===== src/rtl/corral_turn_sequencer.sv =====
// Turn sequencer: captures a move, issues it to the game core, and bursts the results onto data.
// Build option CORRAL_MOVE_COUNT_EN appends a saturating move-count nibble to every burst.
module corral_turn_sequencer #(
  parameter int HOLD_CYCLES    = 1,
  parameter int TIMEOUT_CYCLES = 64
) (
  input  logic       clock,
  input  logic       reset_n,
  input  logic [2:0] move,
  input  logic       enter,
  output logic       game_enter,
  output logic [2:0] game_move,
  input  logic       game_ready,
  input  logic [3:0] game_cowboypos,
  input  logic [3:0] game_horsepos,
  input  logic       game_gameover,
  input  logic       game_lostwon,
  output logic [3:0] data,
  output logic       frame,
  output logic       gameover,
  output logic       lostwon,
  output logic       ready,
  output logic       timeout_err
);

  typedef enum logic [2:0] {
    S_IDLE,
    S_ISSUE,
    S_WAIT,
    S_COW,
    S_HORSE,
    S_STAT,
    S_MOVES
  } state_t;

  localparam logic [7:0]  HOLD_LD = 8'(HOLD_CYCLES - 1);
  localparam logic [15:0] TMO_LD  = 16'(TIMEOUT_CYCLES);

  state_t      state_q;
  logic        enter_q;
  logic [15:0] tmo_q;
  logic [7:0]  dwell_q;
  logic [3:0]  cow_q;
  logic [3:0]  horse_q;
  logic        go_cap_q;
  logic        lw_cap_q;
  logic [3:0]  data_q;
  logic        frame_q;
  logic        gameover_q;
  logic        lostwon_q;
  logic        ready_q;
  logic        terr_q;
  logic        genter_q;
  logic [2:0]  gmove_q;
`ifdef CORRAL_MOVE_COUNT_EN
  logic [3:0]  cnt_q;
  logic        clr_q;
`endif

  logic rise_d;
  logic dwell_done_d;

  assign rise_d       = enter & ~enter_q;
  assign dwell_done_d = (dwell_q == 8'd0);

  always_ff @(posedge clock or negedge reset_n) begin
    if (!reset_n) begin
      state_q    <= S_IDLE;
      enter_q    <= 1'b0;
      tmo_q      <= '0;
      dwell_q    <= '0;
      cow_q      <= '0;
      horse_q    <= '0;
      go_cap_q   <= 1'b0;
      lw_cap_q   <= 1'b0;
      data_q     <= '0;
      frame_q    <= 1'b0;
      gameover_q <= 1'b1;
      lostwon_q  <= 1'b0;
      ready_q    <= 1'b0;
      terr_q     <= 1'b0;
      genter_q   <= 1'b0;
      gmove_q    <= '0;
`ifdef CORRAL_MOVE_COUNT_EN
      cnt_q      <= '0;
      clr_q      <= 1'b0;
`endif
    end else begin
      enter_q  <= enter;
      genter_q <= 1'b0;
      gmove_q  <= '0;
      unique case (state_q)
        S_IDLE: begin
          if (rise_d) begin
            state_q  <= S_ISSUE;
            ready_q  <= 1'b0;
            genter_q <= 1'b1;
            gmove_q  <= move;
          end else begin
            ready_q  <= 1'b1;
          end
        end
        S_ISSUE: begin
          state_q <= S_WAIT;
          tmo_q   <= TMO_LD;
`ifdef CORRAL_MOVE_COUNT_EN
          clr_q   <= 1'b0;
          if (clr_q)
            cnt_q <= 4'd1;
          else if (cnt_q != 4'hF)
            cnt_q <= cnt_q + 4'd1;
`endif
        end
        S_WAIT: begin
          // ready in the expiry cycle takes priority over the timeout
          if (game_ready) begin
            state_q  <= S_COW;
            cow_q    <= game_cowboypos;
            horse_q  <= game_horsepos;
            go_cap_q <= game_gameover;
            lw_cap_q <= game_lostwon;
            data_q   <= game_cowboypos;
            frame_q  <= 1'b1;
            dwell_q  <= HOLD_LD;
          end else if (tmo_q == 16'd1) begin
            state_q  <= S_IDLE;
            terr_q   <= 1'b1;
            ready_q  <= 1'b1;
          end else begin
            tmo_q    <= tmo_q - 16'd1;
          end
        end
        S_COW: begin
          if (dwell_done_d) begin
            state_q <= S_HORSE;
            data_q  <= horse_q;
            frame_q <= 1'b0;
            dwell_q <= HOLD_LD;
          end else begin
            dwell_q <= dwell_q - 8'd1;
          end
        end
        S_HORSE: begin
          if (dwell_done_d) begin
            state_q    <= S_STAT;
            data_q     <= {2'b00, lw_cap_q, go_cap_q};
            gameover_q <= go_cap_q;
            lostwon_q  <= lw_cap_q;
            dwell_q    <= HOLD_LD;
`ifdef CORRAL_MOVE_COUNT_EN
            if (go_cap_q)
              clr_q <= 1'b1;
`endif
          end else begin
            dwell_q <= dwell_q - 8'd1;
          end
        end
        S_STAT: begin
          if (dwell_done_d) begin
`ifdef CORRAL_MOVE_COUNT_EN
            state_q <= S_MOVES;
            data_q  <= cnt_q;
            dwell_q <= HOLD_LD;
`else
            state_q <= S_IDLE;
            data_q  <= '0;
            ready_q <= 1'b1;
`endif
          end else begin
            dwell_q <= dwell_q - 8'd1;
          end
        end
`ifdef CORRAL_MOVE_COUNT_EN
        S_MOVES: begin
          if (dwell_done_d) begin
            state_q <= S_IDLE;
            data_q  <= '0;
            ready_q <= 1'b1;
          end else begin
            dwell_q <= dwell_q - 8'd1;
          end
        end
`endif
        default: begin
          state_q <= S_IDLE;
          data_q  <= '0;
          frame_q <= 1'b0;
        end
      endcase
    end
  end

  assign game_enter  = genter_q;
  assign game_move   = gmove_q;
  assign data        = data_q;
  assign frame       = frame_q;
  assign gameover    = gameover_q;
  assign lostwon     = lostwon_q;
  assign ready       = ready_q;
  assign timeout_err = terr_q;

endmodule


===== config.mk =====
export PLATFORM = sky130hd
export DESIGN_NAME = corral_turn_sequencer
export DESIGN_NICKNAME = d
export VERILOG_FILES = /design/src/rtl/corral_turn_sequencer.sv
export SDC_FILE = /design/constraint.sdc
export NUM_CORES = 1
export LEC_CHECK = 0
export ABC_AREA = 0
export CELL_PAD_IN_SITES_DETAIL_PLACEMENT = 1
export CELL_PAD_IN_SITES_GLOBAL_PLACEMENT = 2
export CORE_MARGIN = 3
export CORE_UTILIZATION = 38
export DETAILED_ROUTE_END_ITERATION = 16
export GPL_ROUTABILITY_DRIVEN = 0
export PLACE_DENSITY = 0.85
export SLEW_MARGIN = 15
export SYNTH_ARGS = -nofsm -noshare
export SYNTH_HDL_FRONTEND = slang
export SYNTH_SLANG_ARGS = --single-unit
export TNS_END_PERCENT = 10

===== constraint.sdc =====
create_clock -name clock -period 6.7 [get_ports clock]
set_clock_uncertainty 0.1 [all_clocks]
set_input_delay 1.34 -clock clock [delete_from_list [all_inputs] [get_ports clock]]
set_output_delay 1.34 -clock clock [all_outputs]
set_load 0.05 [all_outputs]

==> flow_metrics.py <==
metrics = {
    "global_route": {
        "grt_pass1_vias": 1964,
        "grt.overflow.total": 0,
        "antenna_found_initial": 0,
        "track_usage_pct": 17.0,
        "grt_first_pass_wirelength_um": 9640,
        "grt_max_degree": 48,
    },
    "detailed_routing": {
        "wire_per_inst_um": 16.7,
        "drtIter0Drc": 68,
        "wl_um": 5620,
        "drc": 0,
        "vias_per_cell": 5.59,
        "vias": 1879,
        "dr.pass1.iters": 4,
        "ant_nets": 0,
    },
    "power": {
        "power.density_mw_per_mm2": 452,
        "leakage_nw": 1.17,
        "peakVddDrop_mv": 0.241,
    },
    "logic_synthesis": {
        "synth.area.mux_share_pct": 7.87,
        "synth_top_family_by_area": "simple AND/OR/NAND/NOR gates",
        "synthCells": 232,
        "synth_edf_count": 0,
        "synthesis.area_mm2": 0.00235,
        "ys_seq_area_share_pct": 50.0,
        "synthArstFlopShare_pct": 100,
        "ys_seq_elements": 47,
        "yosys_warnings": 0,
        "synth_xor_area_share_pct": 1.49,
        "synthSimpleGateAreaFrac_pct": 22.4,
        "yosys_most_used_dff": "dfrtp_1",
        "synth_nets": 252,
        "postSynthAreaPerCell_um2": 10.1,
        "yosysUniqueCellTypes": 45,
        "synthAdderAreaFrac_pct": 1.59,
        "synth_compound_area_share_pct": 14.4,
    },
    "cells_and_area": {
        "regArea_mm2": 0.00118,
        "syn2layout_area_growth_pct": 19.0,
        "multi_input_area_mm2": 0.00112,
        "layout-drive-gt1-share_pct": 11.1,
        "nNetsFinal": 281,
        "num_antenna_cells": 0,
        "fillers": 699,
    },
    "floorplanning": {
        "ioPinCount": 30,
        "core_area_mm2": 0.00596,
        "fp.dieH_um": 84.7,
        "dieArea_mm2": 0.00717,
        "start_util_pct": 39.5,
        "num_rows": 28,
        "die_x_um": 84.7,
    },
    "timing": {
        "hold_violations": 0,
        "finalCritPeriodShare_pct": 50.5,
        "fin_ws_ns": 3.32,
        "slew_violations": 0,
        "tns_ns": 0,
        "maxSlewHeadroom_pct": 36.8,
        "fmax_mhz": 296,
        "finalSetupViolCount": 0,
        "grt_setup_unrepaired": "no",
        "tightestPinTransition_ns": 0.941,
        "layout_min_cycle_time_ns": 3.38,
    },
    "clock_tree": {
        "cts.sinks": 47,
        "clk_pin_slew_ns": 0.09,
        "cts_tree": "done",
        "cts_buffers": 5,
        "cts_resized": 0,
        "post_cts.repair.setup_buffers": 0,
        "cts-htree-levels": 2,
        "cts.path.max_buffers": 2,
        "cts_root_buffer": "clkbuf_8",
        "clock_latency_ns": 0.30,
        "hold_buffers": 0,
    },
    "critical_path": {
        "worstSetupEndpointType": "flip-flop",
        "crit_path_cell_trace": "clkdlybuf4s50_1, or3b_2, a21oi_1, or4b_1, or3_1, a21oi_1",
        "crit_type": "in2reg",
        "arrival_ns": 3.52,
        "critPathBufInv": 1,
        "cp-start-kind": "input port",
        "cpPeakStageDelay_ns": 0.52,
        "cp.required_ns": 6.83,
        "cp_max_fo": 6,
        "slowest_stage": "clkdlybuf4s50_1",
        "crit_path_frequent_cell": "a21oi_1",
        "r2r_slack_ns": 4.05,
        "critPathTopFamily": "simple AND/OR/NAND/NOR gates",
    },
    "placement": {
        "place_hpwl_um": 4060,
        "place_ws_ns": 3.01,
        "portBuffers": 29,
    },
    "job": {
        "drv_cap": 0,
    },
    "status": {
        "outcome": "complete, no violations",
    },
    "min_path": {
        "min_path_type": "reg2reg",
    },
}
area by class of cell:
cell class	instances	area share, %
inverters	6	0.804
multi-input cells	171	40.1
repair buffers	30	10.5
flip-flops and latches	47	42.0
clock inverters	1	0.179
clock buffers	6	2.95
well taps	75	3.35
metrics by stage:
| step | hold WS [ns] | instances | utilization, % | area, um2 | total power (W) |
|---|---|---|---|---|---|
| floorplan | 0.349 | 232 | - | 2350 | 0.000923 |
| global placement | 0.343 | 329 | 45.5 | 2710 | 0.00108 |
| detailed placement | 0.348 | 329 | 45.5 | 2710 | 0.00110 |
| CTS | 0.372 | 336 | 47.0 | 2800 | 0.00128 |
| global route | 0.393 | 336 | 47.0 | 2800 | 0.00138 |
| finish | 0.368 | 336 | 47.0 | 2800 | 0.00127 |
placed cells by master, fill, tap and decap left out, types with 7 or more instances in the layout:
cell             instances
a21oi_1                 12
and2_1                   7
clkdlybuf4s50_1         28
dfrtp_1                 46
mux2_2                  12
nand2_1                 17
nand2b_1                 9
nor2_1                  17
nor3_1                   8
o21ai_0                 11
path summary, 6_finish.rpt:
check                             from     endpoint  cells past startpoint
setup / recovery            game_ready     tmo_q[9]                      6
hold / removal             timeout_err  timeout_err                      1
setup reg to reg              tmo_q[0]    tmo_q[12]                      7
hold reg to reg            timeout_err  timeout_err                      1
max in group asynchronous      reset_n   dwell_q[7]                      1
min in group asynchronous      reset_n  timeout_err                      1
sequential cells by signal (all words and copies together) (netlist names):
signal and count:
tmo_q 16, dwell_q 8, data 4, horse_q 4
game_move 3, state_q 3, enter_q 1, frame 1
game_enter 1, gameover 1, go_cap_q 1, lostwon 1
lw_cap_q 1, ready 1, timeout_err 1
metal layers:
layer / vias to the layer above / track usage [%] / wire, um
met3: 10 / 2.55 / 147
met2: 36 / 30.4 / 2860
li1: 905 / - / -
met5: - / 0 / 0
met1: 928 / 20.5 / 2500
met4: 0 / 6.47 / 105
cell usage after synthesis (6+ instances only):
| cell | number | area [um2] |
|---|---|---|
| inv_1 | 6 | 22.5 |
| nor3_1 | 8 | 40.0 |
| o21ai_0 | 11 | 55.1 |
| mux2_2 | 12 | 135 |
| clkbuf_1 | 8 | 30.0 |
| dfrtp_1 | 46 | 1150 |
| or3_1 | 6 | 37.5 |
| nand2b_1 | 9 | 56.3 |
| nor4_1 | 6 | 37.5 |
| and2_1 | 7 | 43.8 |
| a21oi_1 | 12 | 60.1 |
| nor2_1 | 17 | 63.8 |
| nand2_1 | 17 | 63.8 |
power by group:
group          switching [W]  internal, W  total (W)  leakage [nW]
combinational       0.000334     0.000251   0.000585         0.529
sequential          0.000114     0.000389   0.000502         0.595
clock              0.0000971    0.0000812   0.000178        0.0470
total               0.000545     0.000720    0.00127          1.17
kinds of logic (layout without fill, tap and decap cells):
group	count (synthesis)	count (layout)
adder cells (fa/ha/maj)	3	3
XOR/XNOR	4	4
AND/OR/NAND/NOR	95	95
AO/OA/AOI/OAI	52	52
flip-flops	47	47
buffers and inverters	14	43
multiplexers	17	17
Note: power is estimated with default switching activity, not from simulation.
